[src/rtl/score_counter.sv]
// score_counter
// -------------
// One cascadable decimal score digit with a seven-segment display output.
// The digit counts up or down by one on requests from game logic or from a
// less-significant digit, and emits carry/borrow pulses to the next
// more-significant digit. Carry and borrow are combinational so that a
// whole chain of digits updates on the same clock edge.
//
// Optional build macro: SCORE_COUNTER_EDGE_EN
//   defined     - requests are edge-detected. A level held for N cycles
//                 counts exactly once.
//   not defined - requests are level-sensitive. The digit steps once per
//                 clock while a request is high.
//
// Parameters:
//   MAX_COUNT   highest digit value (1..15). Counting up wraps MAX_COUNT->0.
//   BLANK_ZERO  when 1, the display blanks at count 0 unless otherLeds=1.
//
// Ports:
//   clk              in   rising-edge clock
//   Reset            in   asynchronous active-low reset
//   incrementInPos   in   count-up request
//   incrementInNeg   in   count-down request
//   otherLeds        in   a more-significant digit is non-zero
//   incrementOutPos  out  carry pulse to the next digit
//   incrementOutNeg  out  borrow pulse to the next digit
//   leds[6:0]        out  active-low segments, bit order {g,f,e,d,c,b,a}
//   count[3:0]       out  registered digit value
//
// Handshake: there is no valid/ready pair. Each request is sampled on every
// rising clk edge while Reset=1. A carry or borrow output is valid in the
// same cycle as the request that causes it, and the receiving digit consumes
// it on that same edge.
module score_counter #(
  parameter int unsigned MAX_COUNT  = 9,
  parameter bit          BLANK_ZERO = 1'b0
) (
  input  logic       clk,
  input  logic       Reset,
  input  logic       incrementInPos,
  input  logic       incrementInNeg,
  input  logic       otherLeds,
  output logic       incrementOutPos,
  output logic       incrementOutNeg,
  output logic [6:0] leds,
  output logic [3:0] count
);

  localparam logic [3:0] MAX_C = 4'(MAX_COUNT);

  logic [3:0] count_q, count_d;
  logic       pos_req, neg_req;
  logic       up, dn;
  logic       at_max, at_zero;

`ifdef SCORE_COUNTER_EDGE_EN
  logic pos_prev_q, pos_prev_d;
  logic neg_prev_q, neg_prev_d;

  always_comb begin
    pos_prev_d = incrementInPos;
    neg_prev_d = incrementInNeg;
  end

  always_ff @(posedge clk or negedge Reset) begin
    if (!Reset) begin
      pos_prev_q <= 1'b0;
      neg_prev_q <= 1'b0;
    end else begin
      pos_prev_q <= pos_prev_d;
      neg_prev_q <= neg_prev_d;
    end
  end

  // Only a 0->1 transition forms a request. Carry and borrow inherit this
  // edge qualification through up/dn.
  assign pos_req = incrementInPos & ~pos_prev_q;
  assign neg_req = incrementInNeg & ~neg_prev_q;
`else
  assign pos_req = incrementInPos;
  assign neg_req = incrementInNeg;
`endif

  // Simultaneous up and down requests cancel.
  assign up      = pos_req & ~neg_req;
  assign dn      = neg_req & ~pos_req;
  assign at_max  = (count_q == MAX_C);
  assign at_zero = (count_q == 4'd0);

  always_comb begin
    count_d = count_q;
    if (up) begin
      count_d = at_max ? 4'd0 : count_q + 4'd1;
    end else if (dn) begin
      if (!at_zero) begin
        count_d = count_q - 4'd1;
      end else if (otherLeds) begin
        count_d = MAX_C;
      end
      // At zero with no higher digits the score floors at 0.
    end
  end

  always_ff @(posedge clk or negedge Reset) begin
    if (!Reset) begin
      count_q <= 4'd0;
    end else begin
      count_q <= count_d;
    end
  end

  assign count           = count_q;
  assign incrementOutPos = up & at_max;
  assign incrementOutNeg = dn & at_zero & otherLeds;

  // Seven-segment decode, active-low {g,f,e,d,c,b,a}.
  logic [6:0] seg;
  always_comb begin
    seg = 7'b1111111;
    case (count_q)
      4'd0:  seg = 7'b1000000;
      4'd1:  seg = 7'b1111001;
      4'd2:  seg = 7'b0100100;
      4'd3:  seg = 7'b0110000;
      4'd4:  seg = 7'b0011001;
      4'd5:  seg = 7'b0010010;
      4'd6:  seg = 7'b0000010;
      4'd7:  seg = 7'b1111000;
      4'd8:  seg = 7'b0000000;
      4'd9:  seg = 7'b0010000;
      4'd10: seg = 7'b0001000; // A
      4'd11: seg = 7'b0000011; // b
      4'd12: seg = 7'b1000110; // C
      4'd13: seg = 7'b0100001; // d
      4'd14: seg = 7'b0000110; // E
      4'd15: seg = 7'b0001110; // F
      default: seg = 7'b1111111;
    endcase
  end

  always_comb begin
    leds = seg;
    // A leading zero goes dark when no more-significant digit is lit.
    if (BLANK_ZERO && at_zero && !otherLeds) begin
      leds = 7'b1111111;
    end
  end

endmodule

[config.mk]
export PLATFORM = sky130hd
export DESIGN_NAME = score_counter
export DESIGN_NICKNAME = d
export VERILOG_FILES = /design/src/rtl/score_counter.sv
export SDC_FILE = /design/constraint.sdc
export NUM_CORES = 1
export LEC_CHECK = 0
export BUFFER_PORTS_ARGS = -buffer_cell sky130_fd_sc_hd__buf_2
export CAP_MARGIN = 20
export CORE_MARGIN = 10
export CORE_UTILIZATION = 35
export CTS_CLUSTER_SIZE = 24
export DETAILED_ROUTE_END_ITERATION = 6
export PLACE_DENSITY = 0.6
export RECOVER_POWER = 25
export SLEW_MARGIN = 20
export SYNTH_ARGS = -nofsm -noshare
export SYNTH_HDL_FRONTEND = slang
export SYNTH_SLANG_ARGS = --single-unit
[constraint.sdc]
create_clock -name clk -period 1.61 [get_ports clk]
set_clock_uncertainty 0.05 [all_clocks]
set_input_delay 0.2415 -clock clk [delete_from_list [all_inputs] [get_ports clk]]
set_output_delay 0.2415 -clock clk [all_outputs]
set_load 0.005 [all_outputs]
==> impl_metrics.json, run 1 <==
{
  "clockRootBuffer": "clkbuf_4",
  "grt_use_total": 0.110,
  "htree_num_levels": 1,
  "synth-edff-count": 0,
  "yosys_most_used_dff": "dfrtp_1",
  "syn_area_um2": 583,
  "core_um2": 1540,
  "finalInstanceArea_um2": 960,
  "io_pins": 18,
  "violations": "negative setup slack",
  "drtIter0Drc": 12,
  "end_kind": "output pin",
  "clock_sinks": 4,
  "ys_ff_latch": 4,
  "min_period_ps": 1880,
  "grt_max_degree": 13,
  "hpwl_um": 1350,
  "antennaDiodeCount": 0,
  "rsz0062_at_grt": "true",
  "path_clk_slew_ps": 40,
  "cts_tree": "done",
  "drc": 0,
  "top_layer": "met4",
  "wl_um": 1950,
  "wl_met1_um": 777,
  "first_pass_iters": 4,
  "synth_cell_types": 32,
  "die_x_um": 60.8,
  "drive_above_1_share": 0.527,
  "worstSetupStartpointType": "flop",
  "clk_latency_ps": 230,
  "routedWlPerCell_um": 15.2,
  "slew_viol_final": 0,
  "worstReg2RegStart": "count[0]",
  "fin_ws_ps": -275,
  "fin_util": 0.623,
  "cp-startpoint": "count[0]",
  "placementRows": 14,
  "power_mw": 2.05,
  "final_common_cell": "buf_4",
  "initial_core_util": 0.378,
  "grt_pass1_wl_um": 3170,
  "synth_fp_nets": 86,
  "cts_buffers": 3,
  "avgSynthCellArea_um2": 7.99,
  "vias": 678,
  "die-area_um2": 3700,
  "arrival_ps": 1590,
  "path_class": "reg2out",
  "status": "finished with violations",
  "irDropWorstVdd_v": 0.00138,
  "cellPowerDensity_nw_per_um2": 2140,
  "pre_cts_ws_ps": -94.8,
  "cap_violations": 0,
  "fin_crit_sh": 1.17,
  "clockBufferDepth": 2,
  "grt.overflow.total": 0,
  "largest_register_ff_count": 4,
  "antenna_found_initial": 0,
  "final_net_count": 126,
  "fp.dieH_um": 60.8,
  "crit_fanout": 5,
  "vias_per_cell": 5.30,
  "wl_met3_um": 145,
  "synthCells": 73,
  "hold_viol": 0,
  "gp_congestion": 0.819,
  "io_buffer_count": 17,
  "ys_async_sr_fraction": 1.00,
  "area_growth_pct": 64.6,
  "grt_pass1_vias": 723,
  "slew_headroom": 0.817,
  "yosysSeqAreaShare": 0.172,
  "met2_length_um": 998,
  "ys_warn_count": 0,
  "layout_common_cells": "buf_4, buf_2, nor2_1",
  "cp.required_ps": 1320,
  "worstMarginPinSlew_ps": 275,
  "finalSetupViolations": 11,
  "leakagePower_nw": 0.467,
  "place_area_um2": 764,
  "min_path_type": "in2async",
  "antenna_left": 0,
  "max_freq_ghz": 0.531
}
metal layers:
| layer | vias up | global-route usage |
|---|---|---|
| met4 | 0 | 0.0784 |
| met5 | - | 0 |
| met1 | 311 | 0.116 |
| met3 | 4 | 0.0271 |
| li1 | 341 | - |
| met2 | 22 | 0.186 |
worst max-delay path, stage by stage (launching register included):
cell     delay [ps]
dfrtp_2         430
inv_4            60
ha_4            270
inv_2            30
mux4_2          430
buf_2           140
cell families (layout without fill, tap and decap cells):
group | count (synthesis) | count (layout) | share of synthesized area
AOI/OAI and AO/OA | 24 | 24 | 0.268
and+or+nand+nor | 19 | 19 | 0.176
buffers and inverters | 12 | 51 | 0.0901
adders and majority gates | 8 | 8 | 0.172
muxes | 5 | 5 | 0.107
DFF | 4 | 4 | 0.172
xor gates and xnor gates | 1 | 1 | 0.0150
final timing paths:
path,depth (start not counted),endpoint,slack (ps)
max in group asynchronous,2,count[2],1010
min,2,count[3],300
min reg2reg,1,count[2],500
min in group clk,4,count[1],440
max,5,leds[3],-270
max reg2reg,6,count[3],-40
per-stage QoR:
step	hold WS [ps]	instances	setup TNS, ps
after global placement	-1.92	115	-165
after floorplan	-104	73	0
after global routing	335	128	-2190
final	302	128	-1320
after detailed placement	-2.04	115	-439
after CTS	271	127	-1250
cells in the mapped netlist, types with 2 or more instances:
library cell	n	area [um2]
o22ai_1	2	12.5
o32a_1	2	20.0
o21ai_0	7	35.0
ha_1	8	100
nor2_1	6	22.5
nand2_1	3	11.3
inv_1	7	26.3
and3_1	2	12.5
buf_2	3	15.0
mux2i_1	4	40.0
dfrtp_1	4	100
a21oi_1	5	25.0
timing repair:
action                     CTS  global route
pin swaps                    4             7
hold endpoints to repair     4             0
hold buffers                 1             0
setup buffers                7             1
setup endpoints to repair   13            13
gates resized for setup     25             4
area by class of cell:
class | count | area, um2
flip-flops and latches | 4 | 104
well taps | 16 | 20.0
repair buffers | 39 | 267
multi-input cells | 57 | 510
inverters | 8 | 32.5
clock buffers | 4 | 26.3
fillers | 140 | 582
power by group:
group          leakage (nW)  switching (mW)  internal, mW
sequential           0.0444           0.111         0.157
clock                0.0150          0.0410        0.0930
combinational         0.407           0.757         0.892
total                 0.467           0.908          1.14
Note: power is estimated with default switching activity, not from simulation.
==> inputs of run 2 (changes only) <==
Settings changed: RECOVER_POWER 25 to 100, SLEW_MARGIN 20 to 5.
==> impl_metrics.json, run 2 (synthesis results as in run 1) <==
{
  "worst_path_max_delay_cell": "dfrtp_2",
  "max_freq_ghz": 0.531,
  "grt_pass1_vias": 723,
  "antenna_found_initial": 0,
  "critical-path-max-stage-delay_ps": 430,
  "path_depth": 5,
  "fin_ws_ps": -275,
  "area_growth_pct": 64.4,
  "clockRootBuffer": "clkbuf_4",
  "worstSetupStartpointType": "flop",
  "clk_latency_ps": 230,
  "slew_headroom": 0.817,
  "cellPowerDensity_nw_per_um2": 2140,
  "worstReg2RegStart": "count[0]",
  "grt_max_degree": 13,
  "clock_sinks": 4,
  "first_pass_iters": 4,
  "leakagePower_nw": 0.468,
  "drtIter0Drc": 12,
  "placementRows": 14,
  "vias_per_cell": 5.30,
  "cp_cell_sequence": "inv_4, ha_4, inv_2, mux4_2, buf_2",
  "wl_um": 1950,
  "die_x_um": 60.8,
  "finalSetupViolations": 11,
  "cts_tree": "done",
  "r2r_end": "count[3]",
  "grt.overflow.total": 0,
  "htree_num_levels": 1,
  "hold_viol": 0,
  "worstMarginPinSlew_ps": 275,
  "path_clk_slew_ps": 40,
  "cp.required_ps": 1320,
  "clockBufferDepth": 2,
  "irDropWorstVdd_v": 0.00138,
  "crit_fanout": 5,
  "drive_above_1_share": 0.518,
  "drc": 0,
  "cts_buffers": 3,
  "fin_crit_sh": 1.17,
  "cpLargestDelayFamily": "flip-flops",
  "vias": 678,
  "path_class": "reg2out",
  "r2r_slack_ps": -40,
  "layout_common_cells": "buf_4, buf_2, nor2_1",
  "reg2reg_depth": 6,
  "largest_register_ff_count": 4,
  "worst-path-buf-inv": 3,
  "antennaDiodeCount": 0,
  "io_pins": 18,
  "slew_viol_final": 0,
  "arrival_ps": 1590,
  "status": "finished with violations",
  "setup_tns_ps": -1330,
  "min_period_ps": 1880,
  "gp_congestion": 0.819,
  "final_common_cell": "buf_4",
  "cap_violations": 0,
  "final_net_count": 126,
  "core_um2": 1540,
  "min_path_type": "in2async",
  "grt_use_total": 0.110,
  "grt_pass1_wl_um": 3170,
  "routedWlPerCell_um": 15.2,
  "fin_util": 0.622,
  "die-area_um2": 3700,
  "fp.dieH_um": 60.8,
  "antenna_left": 0,
  "violations": "negative setup slack",
  "initial_core_util": 0.378,
  "io_buffer_count": 17,
  "hpwl_um": 1350,
  "end_kind": "output pin",
  "rsz0062_at_grt": "true"
}
-- run 2: cell types whose count changed in the layout (fill, tap and decap cells not counted) --
cell     change
dfrtp_2      -1
dfrtp_1      +1
-- run 2: where the power goes --
part           leakage [nW]  internal, mW  switching, mW  total, mW
clock                0.0150        0.0930         0.0410      0.134
sequential           0.0455         0.155          0.111      0.265
combinational         0.407         0.891          0.757       1.65
total                 0.468          1.14          0.908       2.05
-- run 2: timing repair --
item / in CTS / in global routing
cloned: 0 / 0
endpoints found under the setup margin: 13 / 13
gates resized for setup: 25 / 4
hold buffers: 1 / 0
hold endpoints to repair: 4 / 0
setup buffers: 7 / 1
pin swaps: 4 / 7
-- run 2: metrics by stage --
stage	cells	setup WS (ps)	instance area, um2	hold WS [ps]	power (mW)
after global placement	115	-81.0	764	-1.92	1.52
final	128	-275	958	302	2.05
after CTS	127	-273	943	271	1.99
after detailed placement	115	-94.8	764	-2.04	1.53
after global routing	128	-332	958	335	2.22
after floorplan	73	8.48	584	-104	0.983
-- run 2: how the worst max path moves through the flow --
stage	start	to	slack, ps
global placement	count[0]	leds[3]	-80
floorplan	count[1]	leds[3]	8
finish	count[0]	leds[3]	-270
CTS	count[0]	leds[3]	-270
global route	count[0]	leds[3]	-330
detailed placement	count[0]	leds[3]	-90
-- run 2: cell type report --
type | instances | area (um2)
Multi-Input combinational cell | 57 | 510
Sequential cell | 4 | 103
Tap cell | 16 | 20.0
Inverter | 8 | 32.5
Clock buffer | 4 | 26.3
Fill cell | 139 | 583
Timing Repair Buffer | 39 | 267
-- run 2: worst reg2reg max path, stage by stage, from the launching register on --
cell and delay [ps]:
dfrtp_2 430, inv_4 60, buf_4 140, ha_4 160, buf_4 120, o311a_1 270, o32a_1 290
-- run 2: per-layer routing --
metal	routed length [um]	vias up	global-route usage	part of all wire
met3	145	4	0.0271	0.074
met1	777	311	0.116	0.40
met4	27	0	0.0784	0.014
met2	998	22	0.186	0.51
li1	-	341	-	-
met5	0	-	0	0
